<file path="config.mk">
export PLATFORM = sky130hd
export DESIGN_NAME = seq_braun_multiplier
export DESIGN_NICKNAME = d
export VERILOG_FILES = /design/src/rtl/mult_pkg.sv /design/src/rtl/Full_adder.sv /design/src/rtl/ripple_adder_n.sv /design/src/rtl/seq_braun_multiplier.sv
export SDC_FILE = /design/constraint.sdc
export NUM_CORES = 1
export LEC_CHECK = 0
export ABC_AREA = 1
export CORE_MARGIN = 2
export CORE_UTILIZATION = 50
export CTS_BUF_LIST = sky130_fd_sc_hd__clkbuf_16
export DETAILED_ROUTE_END_ITERATION = 10
export PLACE_DENSITY = 0.72
export SYNTH_ARGS = -nofsm -noshare
export SYNTH_HDL_FRONTEND = slang
export SYNTH_SLANG_ARGS = --single-unit
</file>
<file path="constraint.sdc">
create_clock -name clk -period 5.1 [get_ports clk]
set_clock_uncertainty 0.05 [all_clocks]
set_input_delay 1.275 -clock clk [delete_from_list [all_inputs] [get_ports clk]]
set_output_delay 1.275 -clock clk [all_outputs]
set_load 0.005 [all_outputs]
</file>
<file path="src/rtl/mult_pkg.sv">
// Shared types and helpers for the iterative shift-add multiplier.
// No timing of its own; consumed by seq_braun_multiplier.
// No flow control here.
package mult_pkg;

    localparam int ST_W      = 2;
    localparam int MAX_W     = 32;
    localparam int MAG_IDX_W = $clog2(MAX_W);

    localparam logic [ST_W-1:0] ST_IDLE_ENC = 2'd0;
    localparam logic [ST_W-1:0] ST_BUSY_ENC = 2'd1;
    localparam logic [ST_W-1:0] ST_DONE_ENC = 2'd2;

    typedef enum logic [ST_W-1:0] {
        IDLE = ST_IDLE_ENC,
        BUSY = ST_BUSY_ENC,
        DONE = ST_DONE_ENC
    } state_e;

    // Operand arrives zero-extended; the low WIDTH bits of the result hold |v|,
    // which always fits because |-2^(WIDTH-1)| = 2^(WIDTH-1).
    function automatic logic [MAX_W-1:0] mag(
        input logic [MAX_W-1:0]     v,
        input logic                 is_signed,
        input logic [MAG_IDX_W-1:0] msb
    );
        if (is_signed && v[msb]) begin
            return ~v + MAX_W'(1);
        end
        return v;
    endfunction

endpackage

</file>
<file path="src/rtl/Full_adder.sv">
// One-bit full adder cell.
// Purely combinational, zero latency.
// No flow control.
module Full_adder (
    input  logic A,
    input  logic B,
    input  logic C_in,
    output logic S,
    output logic C_out
);

    assign S     = A ^ B ^ C_in;
    assign C_out = (A & B) | (C_in & (A ^ B));

endmodule

</file>
<file path="src/rtl/ripple_adder_n.sv">
// WIDTH-bit ripple-carry adder chained from Full_adder cells, carry-in tied low.
// Purely combinational, zero latency.
// No flow control.
module ripple_adder_n #(
    parameter int WIDTH = 8
) (
    input  logic [WIDTH-1:0] a,
    input  logic [WIDTH-1:0] b,
    output logic [WIDTH-1:0] sum,
    output logic             c_out
);

    logic [WIDTH:0] carry;

    assign carry[0] = 1'b0;
    assign c_out    = carry[WIDTH];

    for (genvar gi = 0; gi < WIDTH; gi++) begin : g_bit
        Full_adder u_fa (
            .A     (a[gi]),
            .B     (b[gi]),
            .C_in  (carry[gi]),
            .S     (sum[gi]),
            .C_out (carry[gi+1])
        );
    end

endmodule

</file>
<file path="src/rtl/seq_braun_multiplier.sv">
// Iterative signed/unsigned WIDTH x WIDTH multiplier reusing one ripple adder.
// Latency: accept at edge k, out_valid after edge k+WIDTH+1.
// Backpressure: result held in DONE until out_ready; in_ready low while BUSY/DONE.
module seq_braun_multiplier
    import mult_pkg::*;
#(
    parameter int WIDTH = 8,
    parameter int CNT_W = $clog2(WIDTH+1)
) (
    input  logic               clk,
    input  logic               rst_n,
    input  logic               in_valid,
    output logic               in_ready,
    input  logic [WIDTH-1:0]   A,
    input  logic [WIDTH-1:0]   B,
    input  logic               SIGNED,
    output logic               out_valid,
    input  logic               out_ready,
    output logic [2*WIDTH-1:0] AB,
    output logic               busy
);

    localparam logic [2*WIDTH-1:0] PROD_ONE = (2*WIDTH)'(1);
    localparam logic [CNT_W-1:0]   CNT_ONE  = CNT_W'(1);
    localparam logic [CNT_W-1:0]   CNT_LAST = CNT_W'(WIDTH);

    state_e               state_q,     state_d;
    logic [WIDTH-1:0]     mcand_q,     mcand_d;
    logic [WIDTH-1:0]     acc_hi_q,    acc_hi_d;
    logic [WIDTH-1:0]     acc_lo_q,    acc_lo_d;
    logic                 neg_q,       neg_d;
    logic [CNT_W-1:0]     cnt_q,       cnt_d;
    logic                 in_ready_q,  in_ready_d;
    logic                 out_valid_q, out_valid_d;
    logic                 busy_q,      busy_d;
    logic [2*WIDTH-1:0]   ab_q,        ab_d;

    logic [WIDTH-1:0]     add_sum;
    logic                 add_cout;
    logic [WIDTH:0]       step;
    logic [2*WIDTH-1:0]   prod;

    ripple_adder_n #(
        .WIDTH (WIDTH)
    ) u_adder (
        .a     (acc_hi_q),
        .b     (mcand_q),
        .sum   (add_sum),
        .c_out (add_cout)
    );

    // acc_lo doubles as the multiplier shift register; its LSB gates the add.
    assign step = acc_lo_q[0] ? {add_cout, add_sum} : {1'b0, acc_hi_q};
    assign prod = {acc_hi_q, acc_lo_q};

    always_comb begin
        state_d     = state_q;
        mcand_d     = mcand_q;
        acc_hi_d    = acc_hi_q;
        acc_lo_d    = acc_lo_q;
        neg_d       = neg_q;
        cnt_d       = cnt_q;
        in_ready_d  = in_ready_q;
        out_valid_d = out_valid_q;
        busy_d      = busy_q;
        ab_d        = ab_q;

        unique case (state_q)
            IDLE: begin
                if (in_valid && in_ready_q) begin
                    mcand_d    = WIDTH'(mag(MAX_W'(A), SIGNED, MAG_IDX_W'(WIDTH-1)));
                    acc_lo_d   = WIDTH'(mag(MAX_W'(B), SIGNED, MAG_IDX_W'(WIDTH-1)));
                    acc_hi_d   = '0;
                    neg_d      = SIGNED & (A[WIDTH-1] ^ B[WIDTH-1]);
                    cnt_d      = '0;
                    state_d    = BUSY;
                    in_ready_d = 1'b0;
                    busy_d     = 1'b1;
                end
            end
            BUSY: begin
                if (cnt_q == CNT_LAST) begin
                    ab_d        = neg_q ? (~prod + PROD_ONE) : prod;
                    out_valid_d = 1'b1;
                    state_d     = DONE;
                end else begin
                    acc_hi_d = step[WIDTH:1];
                    acc_lo_d = {step[0], acc_lo_q[WIDTH-1:1]};
                    cnt_d    = cnt_q + CNT_ONE;
                end
            end
            DONE: begin
                if (out_ready) begin
                    out_valid_d = 1'b0;
                    in_ready_d  = 1'b1;
                    busy_d      = 1'b0;
                    state_d     = IDLE;
                end
            end
            default: begin
                state_d     = IDLE;
                in_ready_d  = 1'b1;
                out_valid_d = 1'b0;
                busy_d      = 1'b0;
            end
        endcase
    end

    always_ff @(posedge clk or negedge rst_n) begin
        if (!rst_n) begin
            state_q     <= IDLE;
            mcand_q     <= '0;
            acc_hi_q    <= '0;
            acc_lo_q    <= '0;
            neg_q       <= 1'b0;
            cnt_q       <= '0;
            in_ready_q  <= 1'b1;
            out_valid_q <= 1'b0;
            busy_q      <= 1'b0;
            ab_q        <= '0;
        end else begin
            state_q     <= state_d;
            mcand_q     <= mcand_d;
            acc_hi_q    <= acc_hi_d;
            acc_lo_q    <= acc_lo_d;
            neg_q       <= neg_d;
            cnt_q       <= cnt_d;
            in_ready_q  <= in_ready_d;
            out_valid_q <= out_valid_d;
            busy_q      <= busy_d;
            ab_q        <= ab_d;
        end
    end

    assign in_ready  = in_ready_q;
    assign out_valid = out_valid_q;
    assign busy      = busy_q;
    assign AB        = ab_q;

endmodule

</file>
* After elaboration in Yosys (flattened, before gate mapping) *
Cells that the tools add are included.

operators by class
  bitwise operators = 44
  eq/ne operators = 7
  $add $sub $neg = 4
  muxes and demuxes = 33
  reduce and logical (&&, ||, !) cells = 11

operators by type and width
  cell                     count
  $mux W8                  8
  $pmux W8 S2              2
  $add A16 B1 Y16 const B  1
  $add A8 B1 Y8 const B    2
  $and A1 B1 Y1            16
  $mux W16                 1
  $not A16 Y16             1
  $not A8 Y8               2
  $xor A1 B1 Y1            16
  $reduce_and A3 Y1        4
  $mux W1                  11
  $mux W9                  1
  $pmux W1 S3              3
  $mux W4                  2
  $ne A2 B2 Y1 const B     4
  $pmux W4 S2              1
  $or A1 B1 Y1             7
  $mux W2                  3
  $pmux W2 S3              1
  $add A4 B1 Y4 const B    1
  $eq A4 B4 Y1 const B     1
  $reduce_and A2 Y1        2
  $logic_and A1 B1 Y1      3
  $eq A2 B1 Y1 const B     1
  4 further kinds          5

word-level totals
  output and inout bits = 19
  logic and storage cells = 109
  bits of input ports = 21
  register bits after elaboration = 50

* Logic depth before layout (Yosys ltp) *
Gate-level depths: netlist of the first run.

  depth after elaboration = 18
  depth in mapped cells = 14
  mapped depth without buffers = 14

* Modules after synthesis *
Synthesis of the first run repeated with hierarchy kept, for this count alone.

unflattened totals
  cell total of the unflattened synthesis = 379
  area, all modules = 2,965.3 µm²

by module, submodules not included
  module                area each (µm²)  cells an instance  sequential area each (µm²)  times used
  seq_braun_multiplier  2,801.4          370                1,252.5                     1
  Full_adder            20.0             1                  0.0                         8
  ripple_adder_n        3.8              1                  0.0                         1

* Worst setup path before layout of the first run *
Ideal clock, no wire load.

  path kind = flip-flop to flip-flop
  from = reg acc_hi_q[0]
  to = reg acc_hi_q[6]
  setup time = 130 ps
  arrival = 3,401 ps
  buffers on the path = 0
  data required time = 4,920 ps
  slack = 1,518 ps
  period minus slack after synthesis = 3,582 ps
  cell stages (with the launch flop) = 15
  cell sequence = dfrtp_1 > ha_1 > inv_1 > fa_1 > fa_1 > fa_1 > fa_1 > fa_1 > inv_1 > fa_1 > inv_1 > fa_1 > a21oi_1 > o211ai_1 > o21ai_0

between the ends
  longest elaborated chain between the ends = 17

RTL lines
  element                     line                         text
  start, declared             seq_braun_multiplier.sv:29   logic [WIDTH-1:0] acc_hi_q, acc_hi_d;
  start signal, assigned      seq_braun_multiplier.sv:124  acc_hi_q <= acc_hi_d;
  $and A1 B1 Y1 (2 in a row)  Full_adder.sv:13             assign C_out = (A & B) | (C_in & (A ^ B));
  $or A1 B1 Y1                Full_adder.sv:13
  $and A1 B1 Y1               Full_adder.sv:13
  $or A1 B1 Y1                Full_adder.sv:13
  $and A1 B1 Y1               Full_adder.sv:13
  $or A1 B1 Y1                Full_adder.sv:13
  $and A1 B1 Y1               Full_adder.sv:13
  $or A1 B1 Y1                Full_adder.sv:13
  $and A1 B1 Y1               Full_adder.sv:13
  $or A1 B1 Y1                Full_adder.sv:13
  $and A1 B1 Y1               Full_adder.sv:13
  $or A1 B1 Y1                Full_adder.sv:13
  $xor A1 B1 Y1               Full_adder.sv:12             assign S = A ^ B ^ C_in;
  $mux W9                     seq_braun_multiplier.sv:53   assign step = acc_lo_q[0] ? {add_cout, add_sum} : {1'b0, acc_hi_q};
  $mux W8                     seq_braun_multiplier.sv:82   if (cnt_q == CNT_LAST) begin
  $pmux W8 S2                 seq_braun_multiplier.sv:68   unique case (state_q)

Every way passes these cells. The select of a mux whose other input is x is not followed.
A chain may end at the register's enable or synchronous reset.

* Worst setup path after layout of the first run *
Ends and elaborated chain as after synthesis.

==> results of run 1 <==
where the power goes:
part	switching, mW	total (mW)	internal, mW
registers	0.166	0.748	0.582
clock network	0.137	0.315	0.177
logic	0.596	1.03	0.439
total	0.899	2.10	1.20
registers in the layout (all words and copies together), names as in the netlist:
signal and cells:
neg_q 1, AB 16, state_q 2, acc_hi_q 8, mcand_q 8, busy 1
out_valid 1, in_ready 1, cnt_q 4, acc_lo_q 8
routing by layer:
layer / wire length, microns / vias to the layer above / track usage [%]
li1: - / 1322 / -
met1: 3100 / 1181 / 28.4
met2: 2810 / 62 / 33.5
met3: 256 / 10 / 4.22
met4: 115 / 0 / 8.81
met5: 0 / - / 0
per-stage QoR:
stage / instance area, sq um / std cells / utilization (%) / setup slack (ns)
floorplan: 2990 / 384 / - / 1.52
global placement: 3400 / 486 / 58.1 / 1.42
detailed placement: 3400 / 486 / 58.1 / 1.38
CTS: 3540 / 494 / 60.4 / 1.34
global route: 3540 / 494 / 60.4 / 1.16
finish: 3540 / 494 / 60.4 / 1.33
final cells by class:
cell class	count	area, sq um
fillers	533	2310
multi-input cells	276	1490
flip-flops and latches	50	1250
repair buffers	39	385
inverters	46	175
clock buffers	5	125
well taps	75	93.8
clock inverters	3	12.5
placed cells by master (no fill, tap or decap), types with 4 or more instances in the layout:
cell | synthesis | final
fa_1 | 7 | 7
inv_2 | 4 | 4
clkdlybuf4s50_1 | 0 | 38
nand3_1 | 31 | 31
clkbuf_16 | 0 | 5
dfrtp_1 | 49 | 49
inv_1 | 41 | 42
o21ai_0 | 42 | 42
nand4_1 | 5 | 5
xor2_1 | 8 | 8
nor2_1 | 32 | 32
o211ai_1 | 8 | 8
a21oi_1 | 16 | 16
nand2_1 | 97 | 97
ha_1 | 6 | 6
cell families (layout without fill, tap and decap cells):
logic type | after synthesis | count (layout) | synth area share (%)
AOI/OAI and AO/OA | 75 | 75 | 13.9
DFF | 50 | 50 | 41.9
buffers and inverters | 58 | 93 | 8.13
xor gates and xnor gates | 8 | 8 | 2.35
and+or+nand+nor | 180 | 180 | 26.5
adders and majority gates | 13 | 13 | 7.21
worst max path at each step:
stage | from | end | slack [ns]
6_report | acc_hi_q[0] | acc_hi_q[6] | 1.33
4_1_cts | acc_hi_q[0] | acc_hi_q[6] | 1.34
3_3_place_gp | acc_hi_q[0] | acc_hi_q[6] | 1.42
2_1_floorplan | acc_hi_q[0] | acc_hi_q[6] | 1.52
3_5_place_dp | acc_hi_q[0] | acc_hi_q[6] | 1.38
5_1_grt | acc_hi_q[0] | acc_hi_q[6] | 1.16
worst max-delay path, delay by kind of cell, from the launching register on:
kind	cells	cell delay, ns
AO/OA/AOI/OAI	3	0.27
buffers and inverters	3	0.18
flip-flops	1	0.44
adder cells (fa/ha/maj)	8	2.70
==> key figures, run 1 <==
Pwr
  – Max VDD drop: 405 uV
  – Power density over the cells: 593 nW/um^2
  – Leakage: between 1.5 and 2 nW
  – Overall Power: between 2 and 2.5 mW

Detailed routing
  – DRC: 0
  – Wirelength per Cell: 12.7 microns
  – Post-route ant nets: 0
  – Vias: approximately 2,600
  – Via density: 5.21
  – DRT Pass-1 Iters: 4
  – Drt total wl: approximately 6300 microns
  – Initial DRC count: approximately 130

Timing
  – Max Fclk: 266 MHz
  – Final Cycle Share: around three quarters
  – Least-Margin Pin Slew: about 1.1 ns
  – Final Hold Viols: 0
  – Final setup fails: 0
  – Slew Limit Fails: 0
  – RSZ-0062 raised after global routing: false
  – Worst hold slack: around 0.43 ns
  – Min Clock Period, post-route: ~3.8 ns
  – Setup TNS: 0 ns
  – Worst slew margin: 28.4%

Synth
  – Synth cell count leaders: nand2_1, dfrtp_1, o21ai_0
  – Synth Cell Area: 2990 sq um
  – Post-synthesis cell type count: 37
  – YS warnings: 0
  – Cell taking the most area after synthesis: dfrtp_1
  – Seq/Total Area, Yosys: a little over two fifths
  – Async set or reset register ratio after synthesis: 100%
  – #FFs+latches synth: 50
  – EDFF count, synth: 0
  – Syn nets: 418
  – Count leader, synth: nand2_1
  – Post-Syn Area per Cell: ~8 sq um
  – Synth Flop Type: dfrtp_1
  – Post-Syn Instances: approximately 380
  – Yosys top cell area share: between 40% and 50%
  – Area contributors post-synth: dfrtp_1, nand2_1, o21ai_0

Global routing
  – First-pass GRT wire length: 10,800 microns
  – Number of global-route vias before repair: around 2,400
  – Largest net degree at the start of global routing: between 50 and 60
  – Initial antenna violation count: 0
  – GRT overflow: 0
  – Global-route usage over all layers: between 20% and 30%

Floorplanning
  – Die Height: slightly above 80 microns
  – Die ar.: 6610 sq um
  – Die W: between 80 and 90 microns
  – Row count: 28
  – Core area: approximately 5900 sq um
  – Io pins: 40
  – Initial Utilization: 51.0%

Worst hold path
  – Worst hold path stage count: 2
  – Hold Path Sink: AB[13]
  – Hold path startpoint: AB[13]
  – Hold crit path type: flop to flop

Clocking
  – H-tree depth: 2
  – Clock Sinks: 50
  – TritonCTS clock tree: built
  – Clk Latency, worst-skew pair: between 0.2 and 0.3 ns
  – CTS resizes: 0
  – Worst-case clock buffer depth: 2
  – Root buffer selected by CTS: clkbuf_16
  – Hold buffers post-CTS: 0
  – Post-CTS setup repair buffer count: 0
  – CTS Buf Count: 5
  – Clock transition at path regs: roughly 0.060 ns

Run status
  – Status: completed

Placement
  – RePlAce Congestion: about 0.87
  – Post-detail-place hpwl: between 4000 and 5000 microns
  – PortBufs: 39

Worst setup path
  – Crit start category: flop
  – Critical path class: flop to flop
  – Max incr delay on CP: 0.48 ns
  – Slowest CP cell: fa_1
  – WP data required: approximately 5.2 ns
  – RR Startpoint: acc_hi_q[0]
  – Max FO, Critical Path: 6
  – Cells on worst reg2reg path: 14
  – Crit path cell chain: ha_1 -> inv_1 -> fa_1 -> fa_1 -> fa_1 -> fa_1 -> fa_1 -> inv_1 -> fa_1 -> inv_1 -> fa_1 -> a21oi_1 -> o211ai_1 -> o21ai_0
  – FF-to-FF setup slack: 1.33 ns
  – WP data arrival: roughly 3.9 ns
  – Crit end category: flop
  – Critical R2R Capture: acc_hi_q[6]
  – CP dominant cell by count: fa_1

Final layout
  – Area grow syn2layout: 18.4%
  – Total Nets Final: about 450
  – Layout cells sized above 1: under 10%
  – Antenna cell count: 0

Job
  – Max_cap viols: 0
No activity file was read; power rests on OpenSTA's default activity.
==> inputs of run 2 (changes only) <==
==> constraint.sdc (replaced) <==
create_clock -name clk -period 3.53 [get_ports clk]
set_clock_uncertainty 0.05 [all_clocks]
set_input_delay 0.8825 -clock clk [delete_from_list [all_inputs] [get_ports clk]]
set_output_delay 0.8825 -clock clk [all_outputs]
set_load 0.005 [all_outputs]
==> key figures, run 2 (same netlist as run 1, synthesis figures left out) <==
Final layout
  – Max reg flops: 16 (unchanged)
  – FF+latch area: 1250 sq um (unchanged)
  – Fillers: 554 (+3.9%)
  – Area grow syn2layout: 20.3%
  – Area of the multi-input gates: 1510 sq um (+1.1%)
  – Fin util: 61.4% (+0.96 points)
  – Most common cell after layout, fill and taps aside: nand2_1
  – Antenna cell count: 0 (unchanged)
  – Total Nets Final: 458 (+1.3%)
  – Layout cells sized above 1: 8.49% (+2.8 points)
  – Commonest non-fill, non-tap cells in the layout: nand2_1, dfrtp_1, inv_1

Clocking
  – Root buffer selected by CTS: clkbuf_16
  – Clock Sinks: 50 (unchanged)
  – Clock transition at path regs: 0.07 ns (about the same)
  – Clk Latency, worst-skew pair: 0.29 ns (about the same)
  – TritonCTS clock tree: built
  – CTS Buf Count: 5 (unchanged)
  – H-tree depth: 2 (unchanged)
  – Worst-case clock buffer depth: 2 (unchanged)

Timing
  – Max Fclk: 285 MHz (+7.4%)
  – Least-Margin Pin Slew: 0.640 ns (-0.435 ns)
  – RSZ-0062 raised after global routing: true
  – Slew Limit Fails: 0 (unchanged)
  – Min Clock Period, post-route: 3.51 ns (-0.260 ns)
  – Final Cycle Share: 99.3% (+25 points)
  – Final setup fails: 0 (unchanged)
  – Final Hold Viols: 0 (unchanged)
  – Worst slew margin: 57.3% (+29 points)
  – Worst hold slack: 0.427 ns (-0.000784 ns)

Pwr
  – Gate power share: 50.4% (+1.1 points)
  – Max VDD drop: 526 uV (+30%)
  – Sequential share of power: 34.9% (-0.8 points)
  – Switching share of power: 42.8% (-0.045 points)
  – Internal Power: 1.77 mW (+48%)
  – Leakage: 1.69 nW (+1.7%)
  – Clock share of power: 14.7% (-0.3 points)
  – P_sw: 1.32 mW (+47%)
  – Power density over the cells: 861 nW/um^2 (+45%)

Global routing
  – Initial antenna violation count: 0 (unchanged)
  – GRT overflow: 0 (unchanged)
  – Global-route usage over all layers: 22.8% (+1.6 points)
  – Number of global-route vias before repair: 2,576 (+7.1%)
  – Largest net degree at the start of global routing: 29 (-43%)
  – First-pass GRT wire length: 11,700 microns (+8.3%)

Worst setup path
  – Critical R2R Capture: acc_hi_q[6]
  – RR Startpoint: mcand_q[0]
  – Crit start category: flop
  – Max FO, Critical Path: 2 (-4)
  – WP data required: 3.69 ns (-1.52 ns)
  – Crit end category: flop
  – Critical path class: flop to flop
  – WP data arrival: 3.67 ns (-0.21 ns)
  – FF-to-FF setup slack: 0.02 ns (-1.31 ns)
  – Cells on worst reg2reg path: 14 (unchanged)

Placement
  – PortBufs: 39 (unchanged)
  – Post-detail-place hpwl: 4970 microns (+8.8%)
  – RePlAce Congestion: 0.846 (-3.0%)

Detailed routing
  – Post-route ant nets: 0 (unchanged)
  – DRC: 0 (unchanged)
  – Drt total wl: 6710 microns (+7.0%)
  – Initial DRC count: 173 (+31%)
  – Vias: 2,661 (+3.3%)
  – DRT Pass-1 Iters: 4 (unchanged)
  – Wirelength per Cell: 13.5 microns (+5.9%)
  – Via density: 5.33 (+2.3%)

Job
  – Max_cap viols: 0 (unchanged)

Floorplanning
  – Io pins: 40 (unchanged)
  – Core area: 5850 sq um (unchanged)
  – Die Height: 81.3 microns (unchanged)
  – Die W: 81.3 microns (unchanged)
  – Die ar.: 6610 sq um (unchanged)
  – Row count: 28 (unchanged)
  – Initial Utilization: 51.0% (unchanged)

Worst hold path
  – Hold Path Sink: AB[7]
  – Hold crit path type: flop to flop
  – Hold path startpoint: AB[7]
  – Worst hold path stage count: 2 (unchanged)

Run status
  – Status: completed
[run 2: changes by cell type in the layout (fill, tap and decap cells not counted), sizes merged]
cell    change
buf         +6
inv         +1
clkinv      -2
[run 2: power groups by stage]
stage | registers [mW] | clock network (mW) | logic (mW)
4_1_cts | 1.08 | 0.458 | 1.56
3_3_place_gp | 1.07 | 0 | 1.48
6_report | 1.08 | 0.456 | 1.56
5_1_grt | 1.12 | 0.480 | 1.80
3_5_place_dp | 1.09 | 0 | 1.52
2_1_floorplan | 1.02 | 0 | 1.10
[run 2: timing repair]
action | 4_1_cts | 5_1_grt
pin swaps | 0 | 1
hold buffers | 0 | 0
setup buffers | 1 | 1
gates resized for setup | 5 | 1
setup endpoints to repair | 1 | 1
[run 2: metrics by stage]
| step | std cells | power (mW) | setup TNS [ns] | cell area (sq um) | setup slack, ns |
|---|---|---|---|---|---|
| global placement | 490 | 2.56 | 0 | 3430 | 0.0288 |
| finish | 499 | 3.09 | 0 | 3590 | 0.0235 |
| global route | 499 | 3.39 | -0.146 | 3590 | -0.146 |
| floorplan | 384 | 2.12 | 0 | 2990 | 0.0265 |
| CTS | 498 | 3.10 | 0 | 3580 | 0.0197 |
| detailed placement | 490 | 2.60 | -0.0747 | 3430 | -0.0747 |
[run 2: layout make-up]
class / count / share of cell area [%]
Multi-Input combinational cell: 276 / 42.0
Timing Repair Buffer: 45 / 12.0
Clock inverter: 2 / 0.209
Inverter: 46 / 4.88
Tap cell: 75 / 2.61
Clock buffer: 5 / 3.48
Sequential cell: 50 / 34.9
[run 2: layer usage]
layer | global-route usage (%) | vias to the layer above | wire length (microns)
li1 | - | 1339 | -
met2 | 39.6 | 59 | 3210
met4 | 6.44 | 0 | 93
met1 | 28.6 | 1254 | 3100
met3 | 4.67 | 9 | 309
met5 | 0 | - | 0
[run 2: worst max-delay path by stage]
stage / endpoint / from
floorplan: acc_hi_q[6] / acc_hi_q[0]
global placement: acc_hi_q[6] / acc_hi_q[0]
detailed placement: acc_hi_q[6] / mcand_q[0]
CTS: acc_hi_q[6] / mcand_q[0]
global route: acc_hi_q[6] / acc_hi_q[0]
finish: acc_hi_q[6] / mcand_q[0]
[run 2: critical path, stage by stage, from the launching register on]
cell      delay (ns)
dfrtp_1         0.37
ha_1            0.14
inv_1           0.06
fa_2            0.36
fa_2            0.35
fa_2            0.35
fa_2            0.35
fa_2            0.34
inv_2           0.06
fa_1            0.15
inv_1           0.05
fa_1            0.45
a21oi_2         0.15
o211ai_1        0.11
o21ai_1         0.10
